==> src/rtl/button_conditioner_if.sv <==
// button_conditioner_if: key input, enable and conditioned event outputs of one board key.
// rev 1.0
`default_nettype none

interface button_conditioner_if;
   logic btn_n;
   logic enable;
   logic btn_state;
   logic pressed;
   logic released;
   logic long_press;
   logic held;
   logic repeat_pulse;

   modport master (
      output btn_n,
      output enable,
      input  btn_state,
      input  pressed,
      input  released,
      input  long_press,
      input  held,
      input  repeat_pulse
   );

   modport slave (
      input  btn_n,
      input  enable,
      output btn_state,
      output pressed,
      output released,
      output long_press,
      output held,
      output repeat_pulse
   );
endinterface

`default_nettype wire

==> src/rtl/button_conditioner.sv <==
// button_conditioner: synchronise, debounce, long-press and auto-repeat for one active-low key.
// Optional macro AUTO_REPEAT_EN enables repeat_pulse while held. rev 1.0
`default_nettype none

module button_conditioner #(
   parameter int DEBOUNCE_COUNT = 500_000,
   parameter int HOLD_COUNT     = 50_000_000,
   parameter int REPEAT_COUNT   = 12_500_000
) (
   input wire                  clk,
   input wire                  rst,
   button_conditioner_if.slave bus
);

   localparam int MAX_DH = (DEBOUNCE_COUNT > HOLD_COUNT) ? DEBOUNCE_COUNT : HOLD_COUNT;
   localparam int MAX_P  = (MAX_DH > REPEAT_COUNT) ? MAX_DH : REPEAT_COUNT;
   localparam int CNT_W  = (MAX_P > 1) ? $clog2(MAX_P) : 1;

   localparam logic [CNT_W-1:0] c_DB_LAST   = CNT_W'(DEBOUNCE_COUNT - 1);
   localparam logic [CNT_W-1:0] c_HOLD_LAST = CNT_W'(HOLD_COUNT - 1);
`ifdef AUTO_REPEAT_EN
   localparam logic [CNT_W-1:0] c_REP_LAST  = CNT_W'(REPEAT_COUNT - 1);
`endif
   localparam logic [CNT_W-1:0] c_ONE       = CNT_W'(1);

   typedef enum logic [2:0] {
      IDLE     = 3'd0,
      PRESS_DB = 3'd1,
      DOWN     = 3'd2,
      LONG     = 3'd3,
      REL_DB   = 3'd4
   } state_t;

   logic [1:0]       sync_q;
   logic             w_sync;
   state_t           state_q;
   logic [CNT_W-1:0] cnt_q;
   logic             from_long_q;
   logic             btn_state_q;
   logic             held_q;
   logic             pressed_q;
   logic             released_q;
   logic             long_press_q;
`ifdef AUTO_REPEAT_EN
   logic             repeat_q;
`endif

   always_ff @(posedge clk or posedge rst) begin
      if (rst) begin
         sync_q <= 2'b11;
      end else begin
         sync_q <= {sync_q[0], bus.btn_n};
      end
   end

   assign w_sync = ~sync_q[1];

   always_ff @(posedge clk or posedge rst) begin
      if (rst) begin
         state_q      <= IDLE;
         cnt_q        <= '0;
         from_long_q  <= 1'b0;
         btn_state_q  <= 1'b0;
         held_q       <= 1'b0;
         pressed_q    <= 1'b0;
         released_q   <= 1'b0;
         long_press_q <= 1'b0;
`ifdef AUTO_REPEAT_EN
         repeat_q     <= 1'b0;
`endif
      end else begin
         pressed_q    <= 1'b0;
         released_q   <= 1'b0;
         long_press_q <= 1'b0;
`ifdef AUTO_REPEAT_EN
         repeat_q     <= 1'b0;
`endif
         case (state_q)
            IDLE: begin
               if (w_sync) begin
                  state_q <= PRESS_DB;
                  cnt_q   <= '0;
               end
            end
            PRESS_DB: begin
               if (!w_sync) begin
                  state_q <= IDLE;
                  cnt_q   <= '0;
               end else if (cnt_q == c_DB_LAST) begin
                  state_q     <= DOWN;
                  cnt_q       <= '0;
                  btn_state_q <= 1'b1;
                  pressed_q   <= bus.enable;
               end else begin
                  cnt_q <= cnt_q + c_ONE;
               end
            end
            DOWN: begin
               if (!w_sync) begin
                  state_q     <= REL_DB;
                  cnt_q       <= '0;
                  from_long_q <= 1'b0;
               end else if (cnt_q == c_HOLD_LAST) begin
                  state_q      <= LONG;
                  cnt_q        <= '0;
                  held_q       <= 1'b1;
                  long_press_q <= bus.enable;
               end else begin
                  cnt_q <= cnt_q + c_ONE;
               end
            end
            LONG: begin
               if (!w_sync) begin
                  state_q     <= REL_DB;
                  cnt_q       <= '0;
                  from_long_q <= 1'b1;
`ifdef AUTO_REPEAT_EN
               end else if (cnt_q == c_REP_LAST) begin
                  cnt_q    <= '0;
                  repeat_q <= bus.enable;
               end else begin
                  cnt_q <= cnt_q + c_ONE;
               end
`else
               end else if (cnt_q != c_HOLD_LAST) begin
                  cnt_q <= cnt_q + c_ONE;
               end
`endif
            end
            REL_DB: begin
               // A bounce back to pressed resumes the origin state with fresh timing
               if (w_sync) begin
                  state_q <= from_long_q ? LONG : DOWN;
                  cnt_q   <= '0;
               end else if (cnt_q == c_DB_LAST) begin
                  state_q     <= IDLE;
                  cnt_q       <= '0;
                  from_long_q <= 1'b0;
                  btn_state_q <= 1'b0;
                  held_q      <= 1'b0;
                  released_q  <= bus.enable;
               end else begin
                  cnt_q <= cnt_q + c_ONE;
               end
            end
            default: begin
               state_q <= IDLE;
               cnt_q   <= '0;
            end
         endcase
      end
   end

   assign bus.btn_state    = btn_state_q;
   assign bus.pressed      = pressed_q;
   assign bus.released     = released_q;
   assign bus.long_press   = long_press_q;
   assign bus.held         = held_q;
`ifdef AUTO_REPEAT_EN
   assign bus.repeat_pulse = repeat_q;
`else
   assign bus.repeat_pulse = 1'b0;
`endif

endmodule

`default_nettype wire
==> src/flat_wrapper.sv <==
// flat-port wrapper written by rule: the top's interface ports become plain ports
module button_conditioner_flat 
#(
   parameter int DEBOUNCE_COUNT = 500_000,
   parameter int HOLD_COUNT     = 50_000_000,
   parameter int REPEAT_COUNT   = 12_500_000
)
  (clk, rst, bus_btn_n, bus_enable, bus_btn_state, bus_pressed, bus_released, bus_long_press, bus_held, bus_repeat_pulse);
  button_conditioner_if bus_i ();
  input wire clk;
  input wire rst;
  input wire logic [$bits(bus_i.btn_n)-1:0] bus_btn_n;
  input wire logic [$bits(bus_i.enable)-1:0] bus_enable;
  output wire logic [$bits(bus_i.btn_state)-1:0] bus_btn_state;
  output wire logic [$bits(bus_i.pressed)-1:0] bus_pressed;
  output wire logic [$bits(bus_i.released)-1:0] bus_released;
  output wire logic [$bits(bus_i.long_press)-1:0] bus_long_press;
  output wire logic [$bits(bus_i.held)-1:0] bus_held;
  output wire logic [$bits(bus_i.repeat_pulse)-1:0] bus_repeat_pulse;
  assign bus_i.btn_n = bus_btn_n;
  assign bus_i.enable = bus_enable;
  assign bus_btn_state = bus_i.btn_state;
  assign bus_pressed = bus_i.pressed;
  assign bus_released = bus_i.released;
  assign bus_long_press = bus_i.long_press;
  assign bus_held = bus_i.held;
  assign bus_repeat_pulse = bus_i.repeat_pulse;
  button_conditioner #(.DEBOUNCE_COUNT(DEBOUNCE_COUNT), .HOLD_COUNT(HOLD_COUNT), .REPEAT_COUNT(REPEAT_COUNT)) u_core (.clk(clk), .rst(rst), .bus(bus_i));
endmodule
==> config.mk <==
export PLATFORM = sky130hd
export DESIGN_NAME = button_conditioner_flat
export DESIGN_NICKNAME = d
export VERILOG_FILES = /design/src/rtl/button_conditioner_if.sv /design/src/rtl/button_conditioner.sv /design/src/flat_wrapper.sv
export SDC_FILE = /design/constraint.sdc
export NUM_CORES = 1
export LEC_CHECK = 0
export CORE_UTILIZATION = 62
export DETAILED_ROUTE_END_ITERATION = 16
export DONT_BUFFER_PORTS = 1
export MAX_ROUTING_LAYER = met4
export PLACE_DENSITY = 0.78
export SYNTH_ARGS = -nofsm -noshare
export SYNTH_HDL_FRONTEND = slang
export SYNTH_SLANG_ARGS = --single-unit
==> constraint.sdc <==
create_clock -name clk -period 4.2 [get_ports clk]
set_input_delay 0.84 -clock clk [delete_from_list [all_inputs] [get_ports clk]]
set_output_delay 0.84 -clock clk [all_outputs]
set_load 0.05 [all_outputs]
* Word level (Yosys, flattened, before mapping)
Cells that the tools add are included.
Widths: inputs -> output; s select.
** Storage, ports and cells
- Register bits after elaboration :: 37
- Input bits :: 4
- Logic and storage cells :: 77
** Operators by class
- $add $sub $neg :: 1
- Equal/unequal tests :: 20
- Multiplexer cells :: 38
- Reductions and logical operators :: 9
** Operators by type and width (number)
- $mux 26 :: 8
- $pmux 26 s5 :: 1
- $add 26x1->26 const B :: 1
- $eq 26x19->1 const B :: 1
- $eq 26x26->1 const B :: 1
- $ne 26x26->1 const B :: 1
- $mux 3 :: 8
- $reduce_and 5->1 :: 4
- $mux 1 :: 17
- $pmux 3 s5 :: 1
- $ne 2x1->1 const B :: 6
- $ne 3x1->1 const B :: 3
- $eq 3x2->1 const B :: 2
- $ne 2x2->1 const B :: 3
- $pmux 1 s2 :: 2
- $reduce_bool 2->1 :: 2
- $eq 3x1->1 const B :: 1
- $eq 3x3->1 const B :: 1
- $logic_not 3->1 :: 1
- $ne 3x3->1 const B :: 1
- $pmux 1 s3 :: 1
- $reduce_bool 3->1 :: 1
- $reduce_and 2->1 :: 1

* Logic depth before layout (Yosys ltp)
Gate-level depths: netlist of run 1.
- Depth in word-level cells :: 4
- Gate-level depth with buffers :: 9

* Worst setup path after synthesis of run 1
Ideal clock, no wire load.
- Path type :: register to register
- Start :: register u_core.cnt_q[8]
- End :: register u_core.cnt_q[0]
- Arrival time :: 2182 ps
- Slack :: 1893 ps
- Cell stages (with the launch flop) :: 9
- Buffers on the path :: 2
- Period minus slack after synthesis :: 2307 ps
- Cell sequence :: dfrtp_1 or3b_1 or4_4 nor3_4 or2_1 buf_6 nor2b_2 buf_6 mux2_2
** Between the ends
- Word-level cells in the longest chain between the ends :: 4
** Ends and longest elaborated chain
- start, declared :: line button_conditioner.sv:37 : logic [CNT_W-1:0] cnt_q;
- start signal, assigned :: line button_conditioner.sv:95 : cnt_q <= cnt_q + c_ONE;
- start signal, assigned :: line button_conditioner.sv:109 : cnt_q <= cnt_q + c_ONE;
- start signal, assigned :: line button_conditioner.sv:126 : cnt_q <= cnt_q + c_ONE;
- $eq 26x19->1 / $eq 26x26->1 (equally long branches) :: line button_conditioner.sv:89, button_conditioner.sv:135, button_conditioner.sv:103
- $mux 26, on equally long branches :: line button_conditioner.sv:89, button_conditioner.sv:135, button_conditioner.sv:103
- $mux 26, on equally long branches :: line button_conditioner.sv:132, button_conditioner.sv:86, button_conditioner.sv:99
- $pmux 26 s5 :: line button_conditioner.sv:78 : case (state_q)
Parallel ways exist; a longest one is shown, timed or not.
A chain may end at the register's enable or synchronous reset.

* Worst setup path in the final report of run 1
- Start :: register u_core.cnt_q[0]
- End :: register u_core.cnt_q[16]
** Between the ends
- Word-level cells in the longest chain between the ends :: 4
** Ends and longest elaborated chain (line)
- $add 26x1->26, or another cell as far along
- $mux 26, on equally long branches (2 in a row)
- $pmux 26 s5 :: button_conditioner.sv:78
Parallel ways exist; a longest one is shown, timed or not. The select of a mux whose other input is x is not followed.

==> flow_summary.yaml, run 1 <==
status:
  status: "completed"
clock_tree:
  cts_buffer_depth: 2
  holdBufCountCts: 0
  cts_sinks: 37
  cts_tree: "done"
  path_clk_slew_ns: 0.11
  clock_latency_ns: 0.34
  post_cts_resized: 0
  cts_buffers: 5
  post-cts-setup-buffers: 0
  htreeDepth: 2
  root_buffer: "clkbuf_4"
synthesis:
  yosysUniqueCellTypes: 51
  ys_warn_count: 0
  postSynth.asyncResetShare: 1.00
  ys.flop_type: "dfrtp_1"
  synth-seq-cells: 37
  synth_nets: 230
  syn-mean-instance-area_um2: 9.22
  syn_inst: 225
  synth_edf_count: 0
  yosysSeqAreaShare: 0.448
  synth_area_um2: 2070
setup_path:
  crit_start: "u_core.cnt_q[0]$_DFFE_PP0P_"
  cp_max_fo: 13
  worst_setup_path_start_kind: "register"
  critPathMaxStageDelay_ns: 0.58
  cp-end-kind: "register"
  path_class: "register to register"
  cp_cell_sequence: "ha_1, and3_1, nand3_1, o31ai_1, nor2_1, nor2_1, buf_4, o21ai_0"
  timing.rr.end: "u_core.cnt_q[16]$_DFFE_PP0P_"
  ff2ff_path_depth: 8
  timing.rr.start: "u_core.cnt_q[0]$_DFFE_PP0P_"
  endpoint: "u_core.cnt_q[16]$_DFFE_PP0P_"
  cpMostUsedCell: "nor2_1"
  cp.required_ns: 4.43
  regToRegSetupSlack_ns: 1.37
  worstPathArrival_ns: 3.06
  crit_slowest_cell: "nor2_1"
job:
  max_cap_viol_count: 0
grt:
  antenna_found_initial: 0
  grt_first_pass_wirelength_um: 7040
  grt_pass1_vias: 1556
  grtUsageTotal: 0.273
  grt-ovfl-total: 0
  grt_max_degree: 38
pwr:
  internal_power_w: 0.000512
  p_clk_frac: 0.389
  p_seq_frac: 0.556
  switching_power_w: 0.000144
  cellLeakagePower_nw: 0.918
  swShare: 0.219
  comb_power_share: 0.055
  power_w: 0.000655
  power_density_nw_per_um2: 302
  ir_drop_v: 0.000155
placed_design:
  place.detailed.hpwl_um: 3060
  dp_cells: 261
  routabilityCongestion: 0.985
  io_buffers: 0
  pre_cts_slack_ns: 1.42
final_layout:
  antenna_cells: 0
  final_common_cell: "nor2_1"
  layout.cells.non_filler: 269
  syn_to_final_growth_pct: 4.40
  nFillCells: 262
  mostFrequentLayoutCells: "nor2_1, dfrtp_1, nand2_1"
  nNetsFinal: 229
  drive_gt1_frac: 0.0933
timing:
  worst_slew_pin_slew_ns: 0.794
  hold_viol_final: 0
  tns_ns: 0
  layout_setup_ws_ns: 1.37
  rsz0062_at_grt: "false"
  finalCriticalPeriod_ns: 2.83
  worst_hold_slack_ns: 0.372
  setup_viol: 0
  maxSlewHeadroom: 0.463
  fin_skew_ns: 0.0147
  finalCritPeriodShare: 0.674
  drv_slew: 0
  max_clock_freq_mhz: 353
routing:
  vias_per_cell: 6.24
  routedWlPerCell_um: 15.5
  drt_iter0_drc: 184
  vias: 1679
  ant_nets: 0
  drc: 0
  wl_um: 4180
  dr.pass1.iters: 4
floorplan:
  initial_core_util: 0.669
  ios: 10
  rows: 20
  chipWidth_um: 59.8
  dieHeight_um: 59.8
  design.die.area_um2: 3580
  core_um2: 3100
worst_hold_path:
  hold_path.class: "register to register"
how the worst min path moves through the flow:
stage	depth (start not counted)	start	end	slack (ns)
final	0	u_core.sync_q[0]$_DFF_PP1_	u_core.sync_q[1]$_DFF_PP1_	0.37
after global routing	0	u_core.sync_q[0]$_DFF_PP1_	u_core.sync_q[1]$_DFF_PP1_	0.38
after CTS	0	u_core.sync_q[0]$_DFF_PP1_	u_core.sync_q[1]$_DFF_PP1_	0.38
after detailed placement	0	u_core.sync_q[0]$_DFF_PP1_	u_core.sync_q[1]$_DFF_PP1_	0.36
after global placement	0	u_core.sync_q[0]$_DFF_PP1_	u_core.sync_q[1]$_DFF_PP1_	0.35
after floorplan	0	u_core.sync_q[0]$_DFF_PP1_	u_core.sync_q[1]$_DFF_PP1_	0.35
critical path, delay by kind of cell (launching register included):
family,cells,cell delay (ns)
adders and majority gates,1,0.28
buffers and inverters,1,0.31
AOI/OAI and AO/OA,2,0.57
and+or+nand+nor,4,1.16
DFF,1,0.40
through the flow:
stage	util	cell area, um2
finish	0.698	2170
global route	0.698	2170
CTS	0.698	2170
detailed placement	0.671	2080
global placement	0.671	2080
floorplan	-	2070
synth_stat cells, types with 2 or more instances:
master     instances  area share
or2_2              2      0.0060
o21ai_1            2      0.0048
nor4b_1            4       0.017
and2_1             3      0.0090
a21o_1             4       0.014
a21oi_1            4      0.0097
and4_1             3       0.013
xnor2_1            4       0.017
mux2i_1            3       0.014
nand3_1           14       0.034
nand4_1            9       0.027
and3_1             5       0.015
a31oi_1            2      0.0060
dfrtp_1           35        0.42
nor2_1            36       0.065
nor3_2             2      0.0097
clkbuf_1           5      0.0090
o21ai_0           10       0.024
nand2_1           17       0.031
nand2b_1           2      0.0060
nor4_1             3      0.0090
o2bb2ai_1          6       0.025
nor3_1             5       0.012
a22o_1             2      0.0084
dfstp_2            2       0.025
nand4b_1           2      0.0084
xor2_1             9       0.038
buf_6              3       0.016
inv_1              5      0.0090
power by group through the flow:
stage	Clock (W)	Sequential, W	Combinational, W
2_1_floorplan	0	0.000369	0.0000340
3_3_place_gp	0	0.000371	0.0000354
6_report	0.000255	0.000365	0.0000360
4_1_cts	0.000259	0.000364	0.0000364
3_5_place_dp	0	0.000371	0.0000365
5_1_grt	0.000276	0.000365	0.0000406
sequential cells by signal, summed over array words and instances, names as in the netlist:
name	flops
u_core.state_q	3
u_core.bus.long_press	1
u_core.bus.released	1
u_core.sync_q	2
u_core.bus.pressed	1
u_core.bus.btn_state	1
u_core.from_long_q	1
u_core.bus.held	1
u_core.cnt_q	26
cells by family (layout without fill, tap and decap cells):
kind of cell / Yosys count / count (layout) / share of synthesized area
compound gates: 35 / 35 / 0.113
xor+xnor: 13 / 13 / 0.0549
fa+ha+maj: 1 / 1 / 0.00603
buf+inv: 15 / 15 / 0.0398
flops: 37 / 37 / 0.448
mux: 4 / 4 / 0.0199
other cells: 1 / 1 / 0.00181
simple gates: 119 / 119 / 0.317
metal layers:
metal | vias up | part of all wire | global-route usage | wire, um
li1 | 803 | - | - | -
met3 | 11 | 0.071 | 0.0714 | 296
met2 | 65 | 0.48 | 0.430 | 1990
met1 | 800 | 0.43 | 0.337 | 1790
met5 | - | 0 | - | 0
met4 | 0 | 0.024 | 0.0963 | 102
layout make-up:
class / instances / area [um2] / share of cell area
clock buffers: 7 / 55.1 / 0.0254
clock inverters: 1 / 30.0 / 0.0139
inverters: 5 / 18.8 / 0.00867
multi-input cells: 173 / 1060 / 0.491
flip-flops and latches: 37 / 928 / 0.429
well taps: 44 / 55.1 / 0.0254
repair buffers: 2 / 15.0 / 0.00693
Power figures use the tool's default switching activity.
==> run 2, diff against run 1 <==
Clock period 4.2 ns to 2.9 ns, I/O delays scaled along.
==> run 2 against run 1 <==
  * Utilization increased by 0.48 points
  * Clock skew decreased by 0.0080 ns
  * Critical endpoint is now u_core.cnt_q[0]$_DFFE_PP0P_
  * Combinational power increased by 61%
  * Worst hold slack got worse by 0.15 ns
  * Register-to-register slack got worse by 1.0 ns
==> flow_summary.yaml, run 2 (synthesis gave the netlist of run 1 again) <==
clock_tree:
  cts_buffers: 5
  cts_buffer_depth: 2
  htreeDepth: 2
  holdBufCountCts: 0
  post_cts_resized: 0
  clock_latency_ns: 0.34
  cts_sinks: 37
  post-cts-setup-buffers: 0
  cts_tree: "done"
  root_buffer: "clkbuf_4"
  path_clk_slew_ns: 0.10
routing:
  wl_um: 4260
  vias: 1705
  drt_iter0_drc: 108
  dr.pass1.iters: 4
  drc: 0
  routedWlPerCell_um: 15.6
  ant_nets: 0
  vias_per_cell: 6.25
final_layout:
  antenna_cells: 0
  drive_gt1_frac: 0.114
  seqCellArea_um2: 928
  regMostFlops: "u_core.cnt_q"
  mostFrequentLayoutCells: "nor2_1, dfrtp_1, nand2_1"
  syn_to_final_growth_pct: 5.13
  layout.cells.non_filler: 273
  nNetsFinal: 233
  largest_reg_flops: 26
  nFillCells: 264
  top_regs: "u_core.cnt_q: 26 flops, u_core.state_q: 3 flops, u_core.sync_q: 2 flops"
  multi_input_area_um2: 1060
  final_common_cell: "nor2_1"
setup_path:
  cp-end-kind: "register"
  path_class: "register to register"
  worst_setup_path_start_kind: "register"
  cp_cell_sequence: "nor4b_2, nand3_1, o31ai_1, o2bb2ai_1, nor2b_2, mux2_2"
  cp_max_fo: 8
  worstPathArrival_ns: 2.78
  cp.required_ns: 3.14
  critPathMaxStageDelay_ns: 0.48
  crit_slowest_cell: "o31ai_1"
timing:
  hold_viol_final: 0
  rsz0062_at_grt: "false"
  max_clock_freq_mhz: 393
  setup_viol: 0
  fin_skew_ns: 0.00674
  worst_slew_pin_slew_ns: 0.699
  finalCritPeriodShare: 0.876
  drv_slew: 0
  tns_ns: 0
  finalCriticalPeriod_ns: 2.54
  maxSlewHeadroom: 0.533
floorplan:
  ios: 10
  dieHeight_um: 59.8
  chipWidth_um: 59.8
  design.die.area_um2: 3580
  initial_core_util: 0.669
  rows: 20
  core_um2: 3100
grt:
  grtUsageTotal: 0.294
  grt_first_pass_wirelength_um: 7560
  grt_pass1_vias: 1621
  antenna_found_initial: 0
  grt_max_degree: 20
  grt-ovfl-total: 0
placed_design:
  io_buffers: 0
  dp_cells: 265
  routabilityCongestion: 0.959
  place.detailed.hpwl_um: 3180
status:
  status: "completed"
pwr:
  power_density_nw_per_um2: 409
  cellLeakagePower_nw: 0.934
  ir_drop_v: 0.000309
job:
  max_cap_viol_count: 0
worst_hold_path:
  hold_path.class: "input pin to asynchronous set/reset pin"
==> run 2: changes by cell type in the layout (fill, tap and decap cells not counted), sizes merged <==
cell	previous run	this run
buf	2	6
bufinv	1	0
clkinv	0	1
==> run 2: worst max-delay path, delay by kind of cell, from the launching register on <==
family | cells | cell delay [ns]
mux | 1 | 0.28
flops | 1 | 0.47
simple gates | 3 | 0.93
compound gates | 2 | 0.76
==> run 2: per-stage QoR <==
stage	cell area, um2	power [W]	worst slack [ns]	hold slack (ns)	utilization
4_1_cts	2180	0.000900	0.366	0.205	0.703
5_1_grt	2180	0.000932	0.169	0.194	0.703
3_3_place_gp	2110	0.000593	0.453	0.346	0.680
6_report	2180	0.000891	0.358	0.221	0.703
2_1_floorplan	2070	0.000583	0.593	0.345	-
3_5_place_dp	2110	0.000596	0.389	0.355	0.680
==> run 2: power by group <==
group | switching (W) | internal [W]
logic | 0.0000403 | 0.0000179
registers | 0.00000721 | 0.000521
clock network | 0.000164 | 0.000140
==> run 2: layout make-up <==
class	instances	share of cell area
sequential	37	0.426
multi-input combinational	173	0.488
clock inverter	1	0.00229
clock buffer	7	0.0298
timing repair buffer	6	0.0207
inverter	5	0.00861
tap	44	0.0252
==> run 2: worst paths after layout <==
| check | startpoint | to | slack, ns | cells past startpoint |
|---|---|---|---|---|
| worst max-delay path | u_core.cnt_q[10]$_DFFE_PP0P_ | u_core.cnt_q[0]$_DFFE_PP0P_ | 0.36 | 6 |
| worst min-delay path | rst | u_core.cnt_q[2]$_DFFE_PP0P_ | 0.22 | 1 |
| worst max register to register | u_core.cnt_q[10]$_DFFE_PP0P_ | u_core.cnt_q[0]$_DFFE_PP0P_ | 0.36 | 6 |
| worst min register to register | u_core.sync_q[0]$_DFF_PP1_ | u_core.sync_q[1]$_DFF_PP1_ | 0.37 | 0 |
| max in group asynchronous | rst | u_core.cnt_q[14]$_DFFE_PP0P_ | 1.98 | 2 |
| min in group clk | bus_btn_n | u_core.sync_q[0]$_DFF_PP1_ | 0.22 | 0 |
==> run 2: layer usage <==
layer | part of all wire | up-vias | GRT usage
met1 | 0.45 | 827 | 0.370
met4 | 0.016 | 0 | 0.110
met3 | 0.052 | 11 | 0.0671
met2 | 0.49 | 60 | 0.462
met5 | 0 | - | -
li1 | - | 807 | -
==> run 3, diff against run 2 <==
Settings changed: SETUP_SLACK_MARGIN set to 0.5.
==> run 3 against run 2 <==
  * Fmax rose by 10%
  * Via count is 0.88% higher
  * Flip-flop and latch count stayed put
  * Setup slack improved by 0.24 ns
  * Wire length is 2.1% higher
  * Sequential share of layout area shrank 1.5 points
  * Largest power group unchanged
==> flow_summary.yaml, run 3 (synthesis gave the netlist of run 1 again) <==
final_layout:
  nNetsFinal: 237
  final_common_cell: "nor2_1"
  antenna_cells: 0
  nFillCells: 250
  syn_to_final_growth_pct: 9.17
  drive_gt1_frac: 0.163
  final_cell_area_um2: 2260
  top_regs: "u_core.cnt_q: 26 flops, u_core.state_q: 3 flops, u_core.sync_q: 2 flops"
  layout.cells.non_filler: 277
  regMostFlops: "u_core.cnt_q"
  mostFrequentLayoutCells: "nor2_1, dfrtp_1, nand2_1"
  largest_reg_flops: 26
setup_path:
  path_class: "register to register"
  cp_max_fo: 8
  cp-end-kind: "register"
  ff2ff_path_depth: 7
  critPathMaxStageDelay_ns: 0.55
  worstPathArrival_ns: 2.55
  worst_setup_path_start_kind: "register"
  cp_cell_sequence: "or3b_1, or4_4, nor3_4, or2_4, buf_4, mux2i_1, nor3_2"
  cp.required_ns: 3.14
  crit_slowest_cell: "or4_4"
clock_tree:
  htreeDepth: 2
  cts_buffers: 5
  path_clk_slew_ns: 0.10
  cts_tree: "done"
  root_buffer: "clkbuf_4"
  clock_latency_ns: 0.34
  holdBufCountCts: 0
  cts_sinks: 37
  cts_buffer_depth: 2
routing:
  vias_per_cell: 6.21
  drc: 0
  routedWlPerCell_um: 15.7
  ant_nets: 0
  dr.pass1.iters: 4
  drt_iter0_drc: 149
  vias: 1720
  wl_um: 4350
grt:
  grt_pass1_vias: 1614
  grtUsageTotal: 0.295
  grt-ovfl-total: 0
  antenna_found_initial: 0
  grt_first_pass_wirelength_um: 7570
  grt_max_degree: 20
floorplan:
  rows: 20
  chipWidth_um: 59.8
  dieHeight_um: 59.8
  design.die.area_um2: 3580
  core_um2: 3100
  ios: 10
  initial_core_util: 0.669
pwr:
  cellLeakagePower_nw: 0.965
  ir_drop_v: 0.000313
  power_density_nw_per_um2: 396
worst_hold_path:
  hold_path.class: "input pin to asynchronous set/reset pin"
placed_design:
  place.detailed.hpwl_um: 3180
  dp_cells: 265
  io_buffers: 0
  postPlaceCellArea_um2: 2110
  routabilityCongestion: 0.959
status:
  status: "completed"
timing:
  finalCritPeriodShare: 0.795
  finalCriticalPeriod_ns: 2.30
  rsz0062_at_grt: "false"
  setup_viol: 0
  worst_slew_pin_slew_ns: 0.696
  maxSlewHeadroom: 0.536
  tns_ns: 0
  drv_slew: 0
  fin_skew_ns: 0.00390
  max_clock_freq_mhz: 434
  hold_viol_final: 0
job:
  max_cap_viol_count: 0
run 3: where the power goes:
part	total [W]	switching, W	internal (W)	leakage (nW)
clock	0.000304	0.000163	0.000140	0.0413
sequential	0.000528	0.00000728	0.000521	0.504
combinational	0.0000658	0.0000423	0.0000235	0.419
run 3: worst max-delay path: cells and delay by family, from the launching register on:
kind	cells	cell delay, ns
buffers and inverters	1	0.12
flip-flops	1	0.47
multiplexers	1	0.23
AND/OR/NAND/NOR	5	1.39
run 3: layout make-up:
cell class,instances,area (um2),area share
clock inverters,1,5.00,0.00221
inverters,5,18.8,0.00829
flip-flops and latches,37,931,0.411
multi-input cells,173,1100,0.487
repair buffers,10,87.6,0.0387
clock buffers,7,65.1,0.0287
well taps,44,55.1,0.0243
run 3: metal layers:
layer	vias up	share of wire	track usage
met4	0	0.023	0.103
met2	49	0.49	0.465
li1	819	-	-
met1	841	0.43	0.373
met5	-	0	-
met3	11	0.049	0.0649
run 3: stage by stage:
stage | power [W] | hold WS (ns) | util | worst slack (ns)
2_1_floorplan | 0.000583 | 0.345 | - | 0.593
3_3_place_gp | 0.000593 | 0.346 | 0.680 | 0.453
3_5_place_dp | 0.000596 | 0.355 | 0.680 | 0.389
4_1_cts | 0.000902 | 0.205 | 0.708 | 0.504
5_1_grt | 0.000939 | 0.194 | 0.730 | 0.489
6_report | 0.000897 | 0.221 | 0.730 | 0.595
run 3: repair_timing:
action                     in CTS  in global routing
resized for setup               4                  6
buffers inserted                0                  4
pin swaps                       0                  4
setup endpoints to repair      10                 12
run 3: final timing paths:
path	start	to	slack, ns
setup / recovery	u_core.cnt_q[8]$_DFFE_PP0P_	u_core.cnt_q[3]$_DFFE_PP0P_	0.60
hold / removal	rst	u_core.cnt_q[2]$_DFFE_PP0P_	0.22
setup reg to reg	u_core.cnt_q[8]$_DFFE_PP0P_	u_core.cnt_q[3]$_DFFE_PP0P_	0.60
hold reg to reg	u_core.sync_q[0]$_DFF_PP1_	u_core.sync_q[1]$_DFF_PP1_	0.37
max in group asynchronous	rst	u_core.cnt_q[22]$_DFFE_PP0P_	1.98
min in group clk	bus_btn_n	u_core.sync_q[0]$_DFF_PP1_	0.22
